$ cat src/rtl/sram_pkg.sv
// Shared types and constants for the VGA/CPU async SRAM arbiter.
// Holds the state encoding, default bus widths and the SRAM control-pin patterns.
package sram_pkg;

  localparam int unsigned SRAM_ADDR_W = 18;
  localparam int unsigned SRAM_DATA_W = 16;
  localparam int unsigned CNT_W       = 3;

  typedef enum logic [2:0] {
    ST_IDLE     = 3'd0,
    ST_VGA_RD   = 3'd1,
    ST_VGA_HOLD = 3'd2,
    ST_CPU_RD   = 3'd3,
    ST_CPU_WR   = 3'd4,
    ST_CPU_WREC = 3'd5
  } state_t;

  typedef struct packed {
    logic ce_n;
    logic oe_n;
    logic we_n;
    logic dq_oe;
  } pin_ctl_t;

  // dq_oe is only ever set in patterns where oe_n is high, so the bus never fights the SRAM
  localparam pin_ctl_t PINS_IDLE  = '{ce_n: 1'b1, oe_n: 1'b1, we_n: 1'b1, dq_oe: 1'b0};
  localparam pin_ctl_t PINS_READ  = '{ce_n: 1'b0, oe_n: 1'b0, we_n: 1'b1, dq_oe: 1'b0};
  localparam pin_ctl_t PINS_WRITE = '{ce_n: 1'b0, oe_n: 1'b1, we_n: 1'b0, dq_oe: 1'b1};
  localparam pin_ctl_t PINS_WREC  = '{ce_n: 1'b0, oe_n: 1'b1, we_n: 1'b1, dq_oe: 1'b1};

  function automatic logic [CNT_W-1:0] lastCount(input int unsigned waitCycles);
    return CNT_W'(waitCycles - 1);
  endfunction

endpackage

$ cat src/rtl/sram_arbiter_vga.sv
// Single-port async SRAM arbiter: VGA word fetches at strict priority, CPU reads/writes otherwise.
// Every output, including all SRAM pins, comes straight from a register.
module sram_arbiter_vga
  import sram_pkg::*;
#(
  parameter int unsigned ADDR_W  = SRAM_ADDR_W,
  parameter int unsigned DATA_W  = SRAM_DATA_W,
  parameter int unsigned RD_WAIT = 2,
  parameter int unsigned WR_WAIT = 2
) (
  input  logic              i_clk,
  input  logic              i_rst_n,
  input  logic              i_data_rq_vga,
  input  logic [ADDR_W-1:0] i_sram_adr_vga,
  output logic              o_grant_vga,
  output logic [DATA_W-1:0] o_vga_data,
  input  logic              i_cpu_rq,
  input  logic              i_cpu_we,
  input  logic [ADDR_W-1:0] i_cpu_adr,
  input  logic [DATA_W-1:0] i_cpu_din,
  output logic [DATA_W-1:0] o_cpu_dout,
  output logic              o_cpu_ack,
  output logic [ADDR_W-1:0] o_sram_adr,
  input  logic [DATA_W-1:0] i_sram_dq_i,
  output logic [DATA_W-1:0] o_sram_dq_o,
  output logic              o_sram_dq_oe,
  output logic              o_sram_ce_n,
  output logic              o_sram_oe_n,
  output logic              o_sram_we_n
);

  localparam logic [CNT_W-1:0] RD_LAST   = lastCount(RD_WAIT);
  localparam logic [CNT_W-1:0] WR_LAST   = lastCount(WR_WAIT);
  localparam logic [CNT_W-1:0] HOLD_LAST = CNT_W'(1);

  state_t            r_state;
  logic [CNT_W-1:0]  r_cnt;
  pin_ctl_t          r_pins;
  logic [ADDR_W-1:0] r_adr;
  logic [DATA_W-1:0] r_dq_o;
  logic [DATA_W-1:0] r_vga_data;
  logic [DATA_W-1:0] r_cpu_dout;
  logic              r_grant;
  logic              r_ack;
  logic              r_ack_d;

  state_t            w_state;
  logic [CNT_W-1:0]  w_cnt;
  pin_ctl_t          w_pins;
  logic [ADDR_W-1:0] w_adr;
  logic [DATA_W-1:0] w_dq_o;
  logic [DATA_W-1:0] w_vga_data;
  logic [DATA_W-1:0] w_cpu_dout;
  logic              w_grant;
  logic              w_ack;
  logic              w_cpu_req;

  // The CPU keeps cpu_rq high while it reacts to its ack; that stale level must not restart it.
  assign w_cpu_req = i_cpu_rq & ~r_ack & ~r_ack_d;

  always_comb begin
    w_state    = r_state;
    w_cnt      = r_cnt;
    w_pins     = r_pins;
    w_adr      = r_adr;
    w_dq_o     = r_dq_o;
    w_vga_data = r_vga_data;
    w_cpu_dout = r_cpu_dout;
    w_grant    = 1'b0;
    w_ack      = 1'b0;

    case (r_state)
      ST_IDLE: begin
        w_cnt  = '0;
        w_pins = PINS_IDLE;
        if (i_data_rq_vga) begin
          w_adr   = i_sram_adr_vga;
          w_pins  = PINS_READ;
          w_state = ST_VGA_RD;
        end else if (w_cpu_req) begin
          w_adr = i_cpu_adr;
          if (i_cpu_we) begin
            w_dq_o  = i_cpu_din;
            w_pins  = PINS_WRITE;
            w_state = ST_CPU_WR;
          end else begin
            w_pins  = PINS_READ;
            w_state = ST_CPU_RD;
          end
        end
      end

      ST_VGA_RD: begin
        if (r_cnt == RD_LAST) begin
          w_vga_data = i_sram_dq_i;
          w_grant    = 1'b1;
          w_pins     = PINS_IDLE;
          w_cnt      = '0;
          w_state    = ST_VGA_HOLD;
        end else begin
          w_cnt = r_cnt + 1'b1;
        end
      end

      // The VGA feeder lowers its request two cycles after the grant, so it is ignored here.
      ST_VGA_HOLD: begin
        if (r_cnt == HOLD_LAST) begin
          w_cnt   = '0;
          w_state = ST_IDLE;
        end else begin
          w_cnt = r_cnt + 1'b1;
        end
      end

      ST_CPU_RD: begin
        if (r_cnt == RD_LAST) begin
          w_cpu_dout = i_sram_dq_i;
          w_ack      = 1'b1;
          w_pins     = PINS_IDLE;
          w_cnt      = '0;
          w_state    = ST_IDLE;
        end else begin
          w_cnt = r_cnt + 1'b1;
        end
      end

      ST_CPU_WR: begin
        if (r_cnt == WR_LAST) begin
          w_pins  = PINS_WREC;
          w_ack   = 1'b1;
          w_cnt   = '0;
          w_state = ST_CPU_WREC;
        end else begin
          w_cnt = r_cnt + 1'b1;
        end
      end

      ST_CPU_WREC: begin
        w_pins  = PINS_IDLE;
        w_cnt   = '0;
        w_state = ST_IDLE;
      end

      default: begin
        w_pins  = PINS_IDLE;
        w_cnt   = '0;
        w_state = ST_IDLE;
      end
    endcase
  end

  always_ff @(posedge i_clk or negedge i_rst_n) begin
    if (!i_rst_n) begin
      r_state    <= ST_IDLE;
      r_cnt      <= '0;
      r_pins     <= PINS_IDLE;
      r_adr      <= '0;
      r_dq_o     <= '0;
      r_vga_data <= '0;
      r_cpu_dout <= '0;
      r_grant    <= 1'b0;
      r_ack      <= 1'b0;
      r_ack_d    <= 1'b0;
    end else begin
      r_state    <= w_state;
      r_cnt      <= w_cnt;
      r_pins     <= w_pins;
      r_adr      <= w_adr;
      r_dq_o     <= w_dq_o;
      r_vga_data <= w_vga_data;
      r_cpu_dout <= w_cpu_dout;
      r_grant    <= w_grant;
      r_ack      <= w_ack;
      r_ack_d    <= r_ack;
    end
  end

  assign o_grant_vga  = r_grant;
  assign o_vga_data   = r_vga_data;
  assign o_cpu_dout   = r_cpu_dout;
  assign o_cpu_ack    = r_ack;
  assign o_sram_adr   = r_adr;
  assign o_sram_dq_o  = r_dq_o;
  assign o_sram_dq_oe = r_pins.dq_oe;
  assign o_sram_ce_n  = r_pins.ce_n;
  assign o_sram_oe_n  = r_pins.oe_n;
  assign o_sram_we_n  = r_pins.we_n;

endmodule
$ cat config.mk
export PLATFORM = sky130hd
export DESIGN_NAME = sram_arbiter_vga
export DESIGN_NICKNAME = d
export VERILOG_FILES = /design/src/rtl/sram_pkg.sv /design/src/rtl/sram_arbiter_vga.sv
export SDC_FILE = /design/constraint.sdc
export NUM_CORES = 1
export LEC_CHECK = 0
export ABC_CLOCK_PERIOD_IN_PS = 1890
export CAP_MARGIN = 10
export CORE_ASPECT_RATIO = 0.9
export CORE_MARGIN = 4
export CORE_UTILIZATION = 30
export CTS_CLUSTER_DIAMETER = 50
export DETAILED_ROUTE_END_ITERATION = 7
export GPL_TIMING_DRIVEN = 0
export PLACE_DENSITY = 0.64
export SYNTH_ARGS = -nofsm -noshare
export SYNTH_HDL_FRONTEND = slang
export SYNTH_SLANG_ARGS = --single-unit
export TNS_END_PERCENT = 1
$ cat constraint.sdc
create_clock -name i_clk -period 1.89 [get_ports i_clk]
set_input_delay 0.189 -clock i_clk [delete_from_list [all_inputs] [get_ports i_clk]]
set_output_delay 0.189 -clock i_clk [all_outputs]
set_load 0.01 [all_outputs]
==> impl_metrics.ini <==
[timing]
setup_violations = 0
hold_viol = 0
fin_skew_ns = 0.008871
finalCriticalPeriod_ns = 1.797
worst_pin_slew_ns = 0.5061
clock.fmax_mhz = 556.4
fin_crit_sh_pct = 95.09
setup_tns_ns = 0
rsz0062_at_grt = true
slew_violations = 0
timing.slew.headroom_pct = 66.26

[cells_and_area]
drive_gt1_share_pct = 21.55
nets = 467
final_common_cell = clkdlybuf4s50_1
final_cell_mix = 143 x clkdlybuf4s50_1, 73 x dfrtp_1, 36 x o22ai_1
num_antenna_cells = 0
fillCellCount = 978
syn_to_final_growth_pct = 58.33

[synthesis]
synth_largest_area_cell = dfrtp_1
ys.warnings.count = 0
syn_nets = 310
yosysTopAreaCellShare_pct = 57.27
ys_seq_area_share_pct = 59.65
synthTopCellsByArea = dfrtp_1 57%, mux2_4 8.1%, mux2_2 7.8%, o22ai_1 6.8%, a21oi_1 2.9%
avgSynthCellArea_sq_um = 14.01
ys_ff_latch = 79
syn-instance-count = 237
syn_area_sq_um = 3321
ys_types = 36

[flow_run]
max-cap-violations = 0

[pwr]
power_mw = 8.880
p_seq_share_pct = 34.0
p_int_mw = 6.004
ir_drop_v = 0.0006142
power_frac_clock_pct = 17.7
switching_share_pct = 32.39
pwr-share-comb_pct = 48.3
power_switching_mw = 2.876
leakagePower_nw = 2.185
pwr_density_cell_nw_per_um2 = 1689

[critical_path]
crit_buf_inv = 1
critPathKind = reg -> reg
cp_max_fo = 10
start_kind = flip-flop
slowest_delay_ns = 0.44
cp_cell_sequence = nor3b_4, nand2_2, nor2_8, buf_12, mux2_4
critPathSlowestCell = dfrtp_2
crit_family = simple AND/OR/NAND/NOR gates
crit_required_ns = 2.10
worstPathArrival_ns = 2.01
setup.worst_path.end_class = flip-flop

[routing]
avgRoutedWirePerCell_microns = 16.70
ant_nets = 0
wl_microns = 8884
wl_met1_microns = 3684
route.vias.total = 2546
vias_per_cell = 4.786
wl_met2_microns = 4320
drt_pre_antenna_iters = 4
top_layer_used = met4
dr.first_iter.drc_count = 65
routed-wl-met3_microns = 796
remaining_drc_errors = 0

[grt]
grt_pass1_vias = 2768
grt_max_degree = 45
track_usage_pct = 14.44
grt_pass1_wl_microns = 14660
grt_remaining_overflow = 0
antenna_found_initial = 0

[die]
core.rowCount = 36
die_area_sq_um = 12820
start_util_pct = 30.72
core-area_sq_um = 10810
die_h_microns = 107.8
die_w_microns = 118.9
io_pins = 145

[clock_tree]
cts_buffers = 9
root_buffer = clkbuf_16
clk_pin_slew_ns = 0.06
htreeDepth = 3
clock-sinks = 79
clk_latency_ns = 0.33
clockBufferDepth = 2
cts_tree = yes

[place]
place.gp.congestion = 0.7310
dp_hpwl_microns = 6513
io_buffers = 144

[worst_hold_path]
timing.hold.worst.class = in -> async

[status]
status = completed
==> kinds of logic after synthesis <==
| kind of cell | share of synthesized area [%] |
|---|---|
| AND/OR/NAND/NOR | 6.858 |
| multiplexers | 18.65 |
| buffers and inverters | 2.939 |
| AO/OA/AOI/OAI | 11.38 |
| flip-flops | 59.65 |
| XOR/XNOR | 0.5276 |
==> state kept, by name (all words and copies together) (netlist names) <==
name and count:
o_sram_we_n 1, o_sram_dq_o 16, o_sram_adr 18, o_cpu_dout 16
r_cnt 3, o_cpu_ack 1, o_sram_ce_n 1, o_sram_dq_oe 1
r_ack_d 1, r_state 3, o_sram_oe_n 1, o_grant_vga 1
o_vga_data 16
==> power by group through the flow <==
| stage | sequential, mW | combinational (mW) | clock [mW] |
|---|---|---|---|
| finish | 3.02 | 4.29 | 1.57 |
| global route | 3.14 | 4.64 | 1.72 |
| CTS | 3.03 | 4.34 | 1.65 |
| detailed placement | 3.04 | 4.31 | 0 |
| global placement | 3.00 | 4.24 | 0 |
| floorplan | 3.35 | 1.81 | 0 |
==> metal layers <==
metal	vias up	GRT usage, %
met4	0	2.812
met3	7	7.042
met5	-	0
met2	96	23.77
li1	1202	-
met1	1241	17.30
==> final cells by class <==
| type | instances | area, sq um | share of cell area [%] |
|---|---|---|---|
| Inverter | 2 | 7.507 | 0.1428 |
| Buffer | 13 | 91.34 | 1.737 |
| Clock buffer | 10 | 239.0 | 4.545 |
| Tap cell | 133 | 166.4 | 3.165 |
| Timing Repair Buffer | 146 | 1476 | 28.08 |
| Multi-Input combinational cell | 143 | 1256 | 23.89 |
| Clock inverter | 6 | 36.28 | 0.6901 |
| Sequential cell | 79 | 1984 | 37.74 |
==> stage by stage <==
step	std cells	area [sq um]	util [%]	setup WS [ns]	hold WS [ns]
finish	532	5258	48.63	0.09278	0.3826
detailed placement	515	4954	45.82	-0.2283	0.1961
floorplan	237	3321	-	0.2297	-0.1066
global placement	514	4928	45.59	-2.232	0.4038
CTS	532	5245	48.52	0.04877	0.3754
global route	532	5258	48.63	-0.009355	0.4324
==> Yosys cell counts <==
| master | n |
|---|---|
| a21oi_1 | 19 |
| nor2_8 | 1 |
| nand2_2 | 1 |
| or3b_1 | 1 |
| dfrtp_1 | 76 |
| nor3_4 | 1 |
| nor2b_1 | 2 |
| a221oi_1 | 1 |
| o311a_1 | 1 |
| a211o_1 | 1 |
| nor4b_1 | 2 |
| dfstp_2 | 3 |
| nor3b_2 | 1 |
| o22ai_1 | 36 |
| nor2_1 | 6 |
| buf_6 | 1 |
| nand3_1 | 2 |
| clkinv_1 | 1 |
| mux2_4 | 18 |
| o211ai_1 | 1 |
| mux2_2 | 23 |
| o21a_1 | 2 |
| a211oi_1 | 1 |
| buf_4 | 3 |
| nor3b_4 | 1 |
| xor2_1 | 2 |
| nor3_1 | 3 |
| buf_12 | 1 |
| nand3b_1 | 1 |
| clkbuf_1 | 3 |
| nand2_1 | 5 |
| buf_2 | 5 |
| nand2b_1 | 1 |
| nand3_4 | 2 |
| mux2_1 | 8 |
| inv_1 | 1 |
==> repair_timing <==
item                                    in CTS  in global routing
pin swaps                                    0                  1
setup buffers                                0                  0
gates resized for setup                      1                  8
hold buffers                                 1                  0
endpoints found under the hold margin       35                  0
endpoints found under the setup margin       1                 19
==> worst reg2reg max path, delay by kind of cell, from the launching register on <==
kind | cells | cell delay [ns]
DFF | 1 | 0.44
muxes | 1 | 0.31
and+or+nand+nor | 3 | 0.74
buffers and inverters | 1 | 0.18
==> path summary, 6_finish.rpt <==
check / start / to / slack (ns) / cells past startpoint
worst max-delay path: r_cnt[2]$_DFF_PN0_ / o_vga_data[3]$_DFFE_PN0P_ / 0.09 / 5
worst min-delay path: i_rst_n / o_sram_adr[13]$_DFFE_PN0P_ / 0.38 / 2
worst max register to register: r_cnt[2]$_DFF_PN0_ / o_vga_data[3]$_DFFE_PN0P_ / 0.09 / 5
worst min register to register: o_cpu_ack$_DFF_PN0_ / r_ack_d$_DFF_PN0_ / 0.46 / 0
max in group asynchronous: i_rst_n / o_sram_we_n$_DFFE_PN1P_ / 0.87 / 3
min in group i_clk: i_cpu_din[14] / o_sram_dq_o[14]$_DFFE_PN0P_ / 0.45 / 2
No activity file was read; power rests on OpenSTA's default activity.
